===== src/rtl/uart_axil_master.sv =====
// UART-to-AXI-Lite debug bridge: parses 0x57/0x52 command frames from the RX byte
// stream, issues one 32-bit AXI-Lite access and returns status (plus read data) on TX.
module uart_axil_master #(
    parameter int unsigned AXI_ADDR_WIDTH = 32,
    parameter int unsigned TIMEOUT_CYCLES = 1000000
) (
    input  logic                      clk_i,
    input  logic                      rst_i,
    input  logic                      rx_valid_i,
    output logic                      rx_ready_o,
    input  logic [7:0]                rx_data_i,
    output logic                      tx_valid_o,
    input  logic                      tx_ready_i,
    output logic [7:0]                tx_data_o,
    output logic                      aw_valid_o,
    input  logic                      aw_ready_i,
    output logic [AXI_ADDR_WIDTH-1:0] aw_addr_o,
    output logic [2:0]                aw_prot_o,
    output logic                      w_valid_o,
    input  logic                      w_ready_i,
    output logic [31:0]               w_data_o,
    output logic [3:0]                w_strb_o,
    input  logic                      b_valid_i,
    output logic                      b_ready_o,
    input  logic [1:0]                b_resp_i,
    output logic                      ar_valid_o,
    input  logic                      ar_ready_i,
    output logic [AXI_ADDR_WIDTH-1:0] ar_addr_o,
    output logic [2:0]                ar_prot_o,
    input  logic                      r_valid_i,
    output logic                      r_ready_o,
    input  logic [31:0]               r_data_i,
    input  logic [1:0]                r_resp_i,
    output logic                      busy_o,
    output logic [3:0]                state_o
);

    // Every channel handshake: a transfer happens on a rising clk_i edge where valid and
    // ready are both high; valid, once raised, holds with stable payload until that edge.
    typedef enum logic [3:0] {
        S_IDLE, S_ADDR, S_DATA, S_WR_REQ, S_WAIT_B,
        S_STATUS, S_RD_REQ, S_WAIT_R, S_RDATA
    } state_t;

    localparam logic [31:0] TMO_LIMIT = 32'(TIMEOUT_CYCLES);
    localparam logic [7:0]  CMD_WR    = 8'h57;
    localparam logic [7:0]  CMD_RD    = 8'h52;

    state_t      state_q, state_d;
    logic        is_wr_q, is_wr_d;
    logic [1:0]  cnt_q, cnt_d;
    logic [31:0] addr_q, addr_d;
    logic [31:0] data_q, data_d;
    logic [31:0] tmo_q, tmo_d;
    logic        rx_ready_q, rx_ready_d;
    logic        aw_valid_q, aw_valid_d;
    logic        w_valid_q, w_valid_d;
    logic        b_ready_q, b_ready_d;
    logic        ar_valid_q, ar_valid_d;
    logic        r_ready_q, r_ready_d;
    logic        tx_valid_q, tx_valid_d;
    logic [7:0]  tx_data_q, tx_data_d;
    logic        busy_q, busy_d;

    logic rx_fire, tx_fire, tmo_hit;
    assign rx_fire = rx_valid_i && rx_ready_q;
    assign tx_fire = tx_valid_q && tx_ready_i;
    assign tmo_hit = (TMO_LIMIT != 32'd0) && (tmo_q + 32'd1 == TMO_LIMIT);

    always_comb begin
        state_d    = state_q;
        is_wr_d    = is_wr_q;
        cnt_d      = cnt_q;
        addr_d     = addr_q;
        data_d     = data_q;
        tmo_d      = tmo_q;
        aw_valid_d = aw_valid_q;
        w_valid_d  = w_valid_q;
        b_ready_d  = b_ready_q;
        ar_valid_d = ar_valid_q;
        r_ready_d  = r_ready_q;
        tx_valid_d = tx_valid_q;
        tx_data_d  = tx_data_q;
        case (state_q)
            S_IDLE: begin
                tmo_d = 32'd0;
                cnt_d = 2'd0;
                if (rx_fire && (rx_data_i == CMD_WR || rx_data_i == CMD_RD)) begin
                    is_wr_d = (rx_data_i == CMD_WR);
                    state_d = S_ADDR;
                end
            end
            S_ADDR: begin
                if (rx_fire) begin
                    addr_d = {addr_q[23:0], rx_data_i};
                    tmo_d  = 32'd0;
                    cnt_d  = cnt_q + 2'd1;
                    if (cnt_q == 2'd3) begin
                        state_d    = is_wr_q ? S_DATA : S_RD_REQ;
                        ar_valid_d = !is_wr_q;
                    end
                end else if (tmo_hit) begin
                    state_d = S_IDLE;
                end else begin
                    tmo_d = tmo_q + 32'd1;
                end
            end
            S_DATA: begin
                if (rx_fire) begin
                    data_d = {data_q[23:0], rx_data_i};
                    tmo_d  = 32'd0;
                    cnt_d  = cnt_q + 2'd1;
                    if (cnt_q == 2'd3) begin
                        state_d    = S_WR_REQ;
                        aw_valid_d = 1'b1;
                        w_valid_d  = 1'b1;
                    end
                end else if (tmo_hit) begin
                    state_d = S_IDLE;
                end else begin
                    tmo_d = tmo_q + 32'd1;
                end
            end
            S_WR_REQ: begin
                // AW and W complete independently; leave only when both are done.
                if (aw_valid_q && aw_ready_i) aw_valid_d = 1'b0;
                if (w_valid_q && w_ready_i)   w_valid_d  = 1'b0;
                if (!aw_valid_d && !w_valid_d) begin
                    state_d   = S_WAIT_B;
                    b_ready_d = 1'b1;
                end
            end
            S_WAIT_B: begin
                if (b_valid_i && b_ready_q) begin
                    b_ready_d  = 1'b0;
                    tx_valid_d = 1'b1;
                    tx_data_d  = (b_resp_i == 2'b00) ? 8'h4B : 8'h45;
                    state_d    = S_STATUS;
                end
            end
            S_RD_REQ: begin
                if (ar_ready_i) begin
                    ar_valid_d = 1'b0;
                    r_ready_d  = 1'b1;
                    state_d    = S_WAIT_R;
                end
            end
            S_WAIT_R: begin
                if (r_valid_i && r_ready_q) begin
                    r_ready_d  = 1'b0;
                    data_d     = r_data_i;
                    tx_valid_d = 1'b1;
                    tx_data_d  = (r_resp_i == 2'b00) ? 8'h4B : 8'h45;
                    state_d    = S_STATUS;
                end
            end
            S_STATUS: begin
                if (tx_fire) begin
                    if (is_wr_q) begin
                        tx_valid_d = 1'b0;
                        state_d    = S_IDLE;
                    end else begin
                        tx_data_d = data_q[31:24];
                        data_d    = {data_q[23:0], 8'h00};
                        cnt_d     = 2'd0;
                        state_d   = S_RDATA;
                    end
                end
            end
            S_RDATA: begin
                if (tx_fire) begin
                    cnt_d = cnt_q + 2'd1;
                    if (cnt_q == 2'd3) begin
                        tx_valid_d = 1'b0;
                        state_d    = S_IDLE;
                    end else begin
                        tx_data_d = data_q[31:24];
                        data_d    = {data_q[23:0], 8'h00};
                    end
                end
            end
            default: state_d = S_IDLE;
        endcase
        rx_ready_d = (state_d == S_IDLE) || (state_d == S_ADDR) || (state_d == S_DATA);
        busy_d     = (state_d != S_IDLE);
    end

    always_ff @(posedge clk_i) begin
        if (rst_i) begin
            state_q    <= S_IDLE;
            is_wr_q    <= 1'b0;
            cnt_q      <= 2'd0;
            addr_q     <= 32'd0;
            data_q     <= 32'd0;
            tmo_q      <= 32'd0;
            rx_ready_q <= 1'b0;
            aw_valid_q <= 1'b0;
            w_valid_q  <= 1'b0;
            b_ready_q  <= 1'b0;
            ar_valid_q <= 1'b0;
            r_ready_q  <= 1'b0;
            tx_valid_q <= 1'b0;
            tx_data_q  <= 8'd0;
            busy_q     <= 1'b0;
        end else begin
            state_q    <= state_d;
            is_wr_q    <= is_wr_d;
            cnt_q      <= cnt_d;
            addr_q     <= addr_d;
            data_q     <= data_d;
            tmo_q      <= tmo_d;
            rx_ready_q <= rx_ready_d;
            aw_valid_q <= aw_valid_d;
            w_valid_q  <= w_valid_d;
            b_ready_q  <= b_ready_d;
            ar_valid_q <= ar_valid_d;
            r_ready_q  <= r_ready_d;
            tx_valid_q <= tx_valid_d;
            tx_data_q  <= tx_data_d;
            busy_q     <= busy_d;
        end
    end

    assign rx_ready_o = rx_ready_q;
    assign tx_valid_o = tx_valid_q;
    assign tx_data_o  = tx_data_q;
    assign aw_valid_o = aw_valid_q;
    assign aw_addr_o  = addr_q[AXI_ADDR_WIDTH-1:0];
    assign aw_prot_o  = 3'b000;
    assign w_valid_o  = w_valid_q;
    assign w_data_o   = data_q;
    assign w_strb_o   = 4'hF;
    assign b_ready_o  = b_ready_q;
    assign ar_valid_o = ar_valid_q;
    assign ar_addr_o  = addr_q[AXI_ADDR_WIDTH-1:0];
    assign ar_prot_o  = 3'b000;
    assign r_ready_o  = r_ready_q;
    assign busy_o     = busy_q;
    assign state_o    = state_q;

endmodule


===== config.mk =====
export PLATFORM = sky130hd
export DESIGN_NAME = uart_axil_master
export DESIGN_NICKNAME = d
export VERILOG_FILES = /design/src/rtl/uart_axil_master.sv
export SDC_FILE = /design/constraint.sdc
export NUM_CORES = 1
export LEC_CHECK = 0
export CELL_PAD_IN_SITES_DETAIL_PLACEMENT = 0
export CELL_PAD_IN_SITES_GLOBAL_PLACEMENT = 2
export CORE_AREA = 2 2 158 160
export DETAILED_ROUTE_END_ITERATION = 10
export DIE_AREA = 0 0 160 162
export PLACE_DENSITY = 0.85
export SYNTH_ARGS = -nofsm -noshare
export SYNTH_HDL_FRONTEND = slang
export SYNTH_SLANG_ARGS = --single-unit

===== constraint.sdc =====
create_clock -name clk_i -period 3.5 [get_ports clk_i]
set_input_delay 0.7 -clock clk_i [delete_from_list [all_inputs] [get_ports clk_i]]
set_output_delay 0.7 -clock clk_i [all_outputs]
set_load 0.02 [all_outputs]

## Yosys cells after proc, flatten, opt, wreduce, memory -nomap -nowiden

Index checks and enable logic that the tools add are counted.

| storage, ports and cells | value |
|---|---|
| register bits after elaboration | 119 |
| output and inout bits | 126 |

| cells by class | value |
|---|---|
| add/sub/neg operators | 2 |
| equality and inequality tests | 30 |
| multiplexer cells | 65 |
| reduce and logical (&&, ||, !) cells | 39 |

Operator list:

| cell | number |
|---|---|
| two-way mux 32 bit | 8 |
| case mux 32 bit (4 select lines) | 1 |
| two-way mux 4 bit | 16 |
| case mux 32 bit (2 select lines) | 1 |
| two-way mux 8 bit | 6 |
| case mux 4 bit (9 select lines) | 1 |
| adder 32 x 1 -> 32 bit, second input constant | 1 |
| == test 32 x 20 -> 1 bit, second input constant | 1 |
| case mux 8 bit (4 select lines) | 1 |
| != test 2 bit, second input constant | 14 |
| AND reduction 7 bit | 3 |
| two-way mux 1 bit | 19 |
| == test 4 x 3 -> 1 bit, second input constant | 4 |
| == test 8 x 7 -> 1 bit, second input constant | 2 |
| nonzero test 4 bit | 4 |
| == test 4 x 2 -> 1 bit, second input constant | 3 |
| case mux 1 bit (2 select lines) | 5 |
| nonzero test 2 bit | 5 |
| AND reduction 3 bit | 3 |
| == test 4 x 1 -> 1 bit, second input constant | 2 |
| logical AND 1 bit | 8 |
| zero test 4 bit | 2 |
| two-way mux 2 bit | 4 |
| case mux 2 bit (4 select lines) | 1 |
| other kinds (14) | 21 |

## Depth between registers and ports, before layout

Gate-level depths: netlist (run 1).

| logic depth | value |
|---|---|
| depth in word-level cells | 10 |
| gate-level depth with buffers | 12 |

## Worst setup path before layout (run 1)

No wires, ideal clock.

| timing | value |
|---|---|
| path kind | register to register |
| start point | reg tmo_q[6] |
| end point | reg busy_q (netlist: busy_o) |
| setup time | 128 ps |
| arrival | 2629 ps |
| path slack | 744 ps |
| cell stages (with the launch flop) | 11 |
| buffers on the path | 2 |
| cells stage by stage | dfxtp_1 -> buf_2 -> nand4_1 -> or4_4 -> or3_1 -> a21o_1 -> a211oi_2 -> nand3_1 -> buf_2 -> a311oi_1 -> nor2_1 |

| between the ends | value |
|---|---|
| longest elaborated chain between the ends | 6 |
| elaborated cells on any way between the ends | 7 |

Ends and longest elaborated chain:

| item | RTL line | source |
|---|---|---|
| start: declaration | 54 | `logic [31:0] tmo_q, tmo_d;` |
| start signal: assignment | 211 | `tmo_q <= tmo_d;` |
| adder 32 x 1 -> 32 bit * | 68 | `assign tmo_hit = (TMO_LIMIT != 32'd0) && (tmo_q + 32'd1 == TMO_LIMIT);` |
| == test 32 x 20 -> 1 bit * | 68 |  |
| two-way mux 4 bit * | 102, 118 |  |
| two-way mux 4 bit (on tied branches) | 109, 94 |  |
| case mux 4 bit (9 select lines) * | 84 | `case (state_q)` |
| nonzero test 4 bit * | 185 | `busy_d = (state_d != S_IDLE);` |
| end signal: assignment | 220 | `busy_q <= busy_d;` |
| end: declaration | 63 | `logic busy_q, busy_d;` |

Every way passes the cells marked *; elsewhere a longest branch is shown, timed or not.
A chain may end at the register's enable or synchronous reset.

## Final worst setup path (run 1)

| timing | value |
|---|---|
| start point | reg tmo_q[12] |
| end point | reg tmo_q[4] |

| between the ends | value |
|---|---|
| longest elaborated chain between the ends | 4 |

Ends and longest elaborated chain:

| item | RTL line |
|---|---|
| adder 32 x 1 -> 32 bit | 68 |
| == test 32 x 20 -> 1 bit | 68 |
| != test 3 bit (no source line) | - |
| AND reduction 2 bit (no source line) | - |

Every way passes these cells.

==> summary.txt, run 1 <==
Clock network
  – Total of hold buffers inserted after clock tree synthesis: 0
  – Worst-case clock buffer depth: 2
  – Clock Latency Late Sink: around 0.42 ns
  – Root Buffer: clkbuf_16
  – Clock transition at the register clock pins on the worst setup and hold paths after CTS: 0.06 ns
  – Total number of H-tree levels: 4
  – TritonCTS sink count: 119
  – TritonCTS clock tree: yes
  – Number of setup buffers added after CTS: 0
  – Cts repair resizes: 0
  – Clock buffers created by TritonCTS: 17

Die
  – Area of the placeable core: 24100 um^2
  – Number of placement rows: 57
  – I/O Pins: 179
  – Area of the die: ~26000 um^2
  – DIE WIDTH: 160 um
  – Initial core utilization: 0.268
  – Die Y-Extent: between 150 and 200 um

Setup path
  – Launching element type of the critical path: register
  – Capturing element type of the critical path: register
  – Arrival time worst endpoint: roughly 3.5 ns
  – Crit path required time: 3.82 ns
  – Startpoint-to-endpoint class of the critical path: register to register
  – Maximum net fanout on the critical path: 10

Yosys
  – Count of flip-flops with a built-in enable after synthesis: 0
  – Synth cell types: 64
  – Area of the mapped netlist: 6460 um^2
  – Leading post-synthesis cells by cell area: dfxtp_1 (37%), nand2_1 (10%), buf_4 (5.5%)
  – Mean instance size in the synthesized netlist: 7.47 um^2
  – Share of synthesized flip-flops with an asynchronous set or reset: 0
  – Cell accounting for the most synthesized area: dfxtp_1
  – Primary FF master, synth: dfxtp_1
  – Instance count of the mapped netlist: between 800 and 900
  – Count of state elements after synthesis: 119
  – Cell with the most instances after synthesis: nand2_1
  – Yosys top cell area share: 0.368
  – Yosys Warn Count: 0
  – Post-synthesis sequential area ratio: 0.368
  – Commonest cells in the synthesized netlist: nand2_1 (173), dfxtp_1 (119), nor2_1 (88), a21oi_1 (61), clkbuf_1 (50)

Detailed routing
  – First-pass detailed-route iteration total: 5
  – Wire length per cell after detailed routing: 16.9 um
  – Sum of routed wire length over all layers: between 20000 and 25000 um
  – Number of routed nets with antenna violations: 0
  – Ratio of routed vias to standard cells: 5.01
  – DRC Markers: 0
  – 1st-iter DRT viols: ~470
  – Vias post-DR: 6643

GRT
  – Maximum number of pins on one net before global-route repair: between 60 and 70
  – Residual overflow from global routing: 0
  – First-pass GRT wire length: about 36000 um
  – Initial antenna violation count: 1
  – Combined global-route utilization of all metal layers: 0.172
  – Number of global-route vias before repair: roughly 6.6k

Placed design
  – Post-detailed-placement half-perimeter wirelength: 16000 um
  – Port buffer count: 168
  – Routability Congestion: 0.849

STA
  – Count of pins over their slew limit: 0
  – Count of endpoints failing setup in the final report: 0
  – Time the final worst path needs with I/O delays and setup: roughly 3.2 ns
  – Relative max-transition margin: 0.509
  – Post-route clock period utilization: 0.900
  – Final number of hold-violating endpoints: 0
  – Unrepaired setup endpoints after global routing: false
  – Pin slew with the least headroom to its limit: between 0.7 and 0.8 ns
  – Worst setup skew after layout: a little under 0.01 ns
  – Final total negative setup slack: 0 ns
  – Highest attainable clock frequency: 0.317 GHz

Power
  – Portion of total power attributed to combinational logic: 0.036
  – Overall Power: about 0.0032 W
  – Sequential group share of total power: 0.427
  – Leakage: just under 3 nW
  – Net Sw Power: 0.000768 W
  – Maximum vdd drop: between 200 and 300 uV
  – Pwr/cell area: 358 nW/um^2
  – Switching part of the total power: 0.242
  – Clock network power share: 0.537
  – Cell internal pwr: 0.00241 W

Min path
  – Hold/Removal Path Class: register to register

Flow run
  – Max_cap viols: 0

Cells and area
  – Layout cell share with drive strength beyond 1: 0.0858
  – Number of diodes: 0
  – Number of nets at the end of the flow: between 1k and 1.5k
  – Relative area change from synthesis to final layout: 37.2%
  – Final core utilization: 0.368

Run status
  – Status: complete, no violations
[final cells by class]
cell class	instances	area (um^2)
inverters	15	56.3
clock inverters	14	139
multi-input cells	633	3490
clock buffers	17	425
repair buffers	204	1970
flip-flops and latches	119	2380
well taps	324	405
fillers	2641	15200
[worst max-delay path, cell delays in order (launching register included)]
cell and delay, ns:
dfxtp_1 0.50, nand4_2 0.22, or4_4 0.60, or3_1 0.42, a21o_1 0.20, a211oi_2 0.24
a41o_1 0.39, buf_4 0.19, a221oi_1 0.08, o32ai_1 0.23
[flip-flops by register name, indices dropped and copies added, names as in the netlist, 2 cells and up]
signal	cells
w_data_o	32
cnt_q	2
tmo_q	32
state_o	4
tx_data_o	8
ar_addr_o	32
[per-layer routing]
layer  vias up  routed length (um)  global-route usage
li1       3308                   -                   -
met1      3070                9680               0.212
met2       237               10500               0.283
met3        26                1810              0.0608
met4         2                 370              0.0512
met5         -                  12                   0
[cells in the final DEF, fill, tap and decap left out, types with 20 or more instances in the layout]
cell,instances
clkdlybuf4s50_1,167
nand3_1,38
o21ai_0,20
nand2_1,173
a311oi_1,36
a21oi_1,61
buf_4,35
dfxtp_1,119
nand4_1,22
nor2_1,87
a31oi_1,26
[worst paths after layout]
path | slack (ns) | end | startpoint | cells past startpoint
setup / recovery | 0.35 | tmo_q[4] | tmo_q[12] | 9
hold reg to reg | 0.46 | cnt_q[1] | cnt_q[1] | 2
hold / removal | 0.46 | cnt_q[1] | cnt_q[1] | 2
setup reg to reg | 0.35 | tmo_q[4] | tmo_q[12] | 9
[power groups by stage]
| stage | Combinational (W) | Sequential [W] | Clock (W) |
|---|---|---|---|
| after floorplan | 0.0000448 | 0.00139 | 0 |
| after global routing | 0.000123 | 0.00135 | 0.00182 |
| final | 0.000114 | 0.00136 | 0.00171 |
| after global placement | 0.000115 | 0.00139 | 0 |
| after CTS | 0.000115 | 0.00136 | 0.00176 |
| after detailed placement | 0.000115 | 0.00139 | 0 |
[logic make-up (layout without fill, tap and decap cells)]
group,count (synthesis),after routing,share of synthesized area
XOR/XNOR,12,12,0.0163
other,2,10,0.00116
buffers and inverters,121,250,0.100
AO/OA/AOI/OAI,208,208,0.220
multiplexers,7,7,0.0112
adder cells (fa/ha/maj),2,2,0.00387
flip-flops,119,119,0.368
AND/OR/NAND/NOR,394,394,0.279
[metrics by stage]
stage | cells | hold slack (ns) | setup WS, ns | area [um^2]
finish | 1326 | 0.459 | 0.349 | 8870
global route | 1326 | 0.474 | 0.159 | 8870
CTS | 1326 | 0.462 | 0.368 | 8870
detailed placement | 1295 | 0.453 | 0.382 | 8310
global placement | 1295 | 0.449 | 0.414 | 8310
floorplan | 873 | 0.436 | 0.744 | 6490
(Power assumes the default switching activity.)
==> run 2, diff against run 1 <==
--- a/config.mk
+++ b/config.mk
@@ -11,6 +11,7 @@
 export DETAILED_ROUTE_END_ITERATION = 10
 export DIE_AREA = 0 0 160 162
 export PLACE_DENSITY = 0.85
+export RECOVER_POWER = 25
 export SYNTH_ARGS = -nofsm -noshare
 export SYNTH_HDL_FRONTEND = slang
 export SYNTH_SLANG_ARGS = --single-unit
==> summary.txt, run 2 (synthesis gave the netlist of run 1 again) <==
Setup path
  – Critical register-to-register path startpoint: tmo_q[12]
  – Arrival time worst endpoint: 3.47 ns (about the same)
  – Maximum net fanout on the critical path: 10 (unchanged)
  – Critical R2R Capture: tmo_q[4]
  – Setup slack on the worst flop-to-flop path: 0.35 ns (about the same)
  – Crit path required time: 3.82 ns (about the same)
  – Startpoint-to-endpoint class of the critical path: register to register
  – Reg2reg path depth: 9 (unchanged)
  – Launching element type of the critical path: register
  – Capturing element type of the critical path: register

Die
  – DIE WIDTH: 160 um (unchanged)
  – Number of placement rows: 57 (unchanged)
  – Initial core utilization: 0.268 (unchanged)
  – Area of the placeable core: 24100 um^2 (unchanged)
  – Die Y-Extent: 162 um (unchanged)
  – Area of the die: 25900 um^2 (unchanged)
  – I/O Pins: 179 (unchanged)

GRT
  – Number of global-route vias before repair: 6637 (unchanged)
  – First-pass GRT wire length: 35500 um (unchanged)
  – Combined global-route utilization of all metal layers: 0.172 (unchanged)
  – Maximum number of pins on one net before global-route repair: 65 (unchanged)
  – Initial antenna violation count: 2 (+1)
  – Residual overflow from global routing: 0 (unchanged)

Placed design
  – Post-detailed-placement half-perimeter wirelength: 16000 um (unchanged)
  – Port buffer count: 168 (unchanged)
  – Routability Congestion: 0.849 (unchanged)
  – Pre-CTS setup slack: 0.382 ns (unchanged)

STA
  – Worst setup skew after layout: 0.0110 ns (+0.00132 ns)
  – Unrepaired setup endpoints after global routing: false
  – Time the final worst path needs with I/O delays and setup: 3.15 ns (+0.00299 ns)
  – Final number of hold-violating endpoints: 0 (unchanged)
  – Final total negative setup slack: 0 ns (unchanged)
  – Highest attainable clock frequency: 0.317 GHz (about the same)
  – Pin slew with the least headroom to its limit: 1.59 ns (+0.853 ns)
  – Count of pins over their slew limit: 36 (+36)
  – Post-route clock period utilization: 0.901 (about the same)
  – Relative max-transition margin: -0.0577 (-0.567)
  – Count of endpoints failing setup in the final report: 0 (unchanged)
  – Least setup slack across all paths after layout: 0.346 ns (-0.00299 ns)

Power
  – Pwr/cell area: 358 nW/um^2 (about the same)
  – Maximum vdd drop: 269 uV (+0.32%)
  – Leakage: 3.00 nW (+3.2%)

Clock network
  – Total of hold buffers inserted after clock tree synthesis: 0 (unchanged)
  – Clock Latency Late Sink: 0.42 ns (about the same)
  – Clock buffers created by TritonCTS: 17 (unchanged)
  – Clock transition at the register clock pins on the worst setup and hold paths after CTS: 0.06 ns (about the same)
  – Number of setup buffers added after CTS: 0 (unchanged)
  – TritonCTS clock tree: yes
  – TritonCTS sink count: 119 (unchanged)
  – Cts repair resizes: 0 (unchanged)
  – Root Buffer: clkbuf_16
  – Worst-case clock buffer depth: 2 (unchanged)
  – Total number of H-tree levels: 4 (unchanged)

Run status
  – Status: finished with violations
  – Violations in the final reports: capacitance limit, slew limit

Detailed routing
  – Met1 Routed Length: 9740 um (+0.57%)
  – 1st-iter DRT viols: 440 (-5.8%)
  – Total met2 wirelength after detailed routing: 10500 um (-0.18%)
  – First-pass detailed-route iteration total: 4 (-1)
  – Number of routed nets with antenna violations: 0 (unchanged)
  – Wire length per cell after detailed routing: 16.9 um (+0.16%)
  – Met3 Routed Length: 1790 um (-1.2%)
  – Top sig layer: met5
  – DRC Markers: 0 (unchanged)
  – Ratio of routed vias to standard cells: 5.00 (-0.21%)
  – Sum of routed wire length over all layers: 22400 um (+0.16%)
  – Vias post-DR: 6629 (-0.21%)

Cells and area
  – Number of nets at the end of the flow: 1045 (unchanged)
  – Number of diodes: 0 (unchanged)
  – Most used cells in the layout excluding fill and tap cells: nand2_1 (173), clkdlybuf4s50_1 (138), dfxtp_1 (119)
  – Final core utilization: 0.368 (about the same)
  – Most common cell after layout, fill and taps aside: nand2_1
  – Relative area change from synthesis to final layout: 37.1% (about the same)
  – Layout cell share with drive strength beyond 1: 0.0838 (-0.00200)

Min path
  – WHS Path Cells: 2 (unchanged)
  – Hold Crit Start: cnt_q[1]
  – Hold/Removal Path Class: register to register
  – WHS Endpoint: cnt_q[1]

Flow run
  – Max_cap viols: 1 (+1)
run 2: changes by cell type in the layout (fill, tap and decap cells not counted):
cell	change
buf_4	-2
clkbuf_1	+2
clkdlybuf4s50_1	-29
dlygate4sd3_1	+29
run 2: routing by layer:
metal | vias to the layer above | GRT usage
met4 | 4 | 0.0512
met3 | 30 | 0.0608
met2 | 236 | 0.283
li1 | 3307 | -
met1 | 3052 | 0.212
met5 | - | 0
run 2: where the power goes:
| part | internal (W) | switching, W | total, W | leakage (nW) |
|---|---|---|---|---|
| clock | 0.000993 | 0.000713 | 0.00171 | 0.270 |
| sequential | 0.00136 | 0.000000662 | 0.00136 | 0.958 |
| combinational | 0.0000600 | 0.0000543 | 0.000114 | 1.77 |
| total | 0.00241 | 0.000768 | 0.00318 | 3.00 |
run 2: worst max-delay path, cell delays in order (launching register included):
cell	delay [ns]
dfxtp_1	0.50
nand4_2	0.22
or4_4	0.59
or3_1	0.42
a21o_1	0.20
a211oi_2	0.25
a41o_1	0.38
buf_4	0.19
a221oi_1	0.08
o32ai_1	0.23
run 2: worst max path at each step:
stage / start / endpoint
after floorplan: tmo_q[6] / busy_o
after global placement: tmo_q[12] / busy_o
after detailed placement: tmo_q[12] / tmo_q[4]
after CTS: tmo_q[12] / tmo_q[4]
after global routing: tmo_q[12] / tmo_q[4]
final: tmo_q[12] / tmo_q[4]
run 2: metrics by stage:
| step | total power [W] | cell area, um^2 | std cells | hold slack [ns] |
|---|---|---|---|---|
| 2_1_floorplan | 0.00143 | 6490 | 873 | 0.436 |
| 3_3_place_gp | 0.00150 | 8310 | 1295 | 0.449 |
| 6_report | 0.00318 | 8860 | 1326 | 0.458 |
| 3_5_place_dp | 0.00150 | 8310 | 1295 | 0.453 |
| 5_1_grt | 0.00330 | 8860 | 1326 | 0.474 |
| 4_1_cts | 0.00323 | 8870 | 1326 | 0.462 |
run 2: cell type report:
class,instances,area (um^2)
clock buffers,17,425
clock inverters,14,139
fillers,2641,15200
inverters,15,56.3
multi-input cells,633,3490
flip-flops and latches,119,2380
well taps,324,405
repair buffers,204,1970
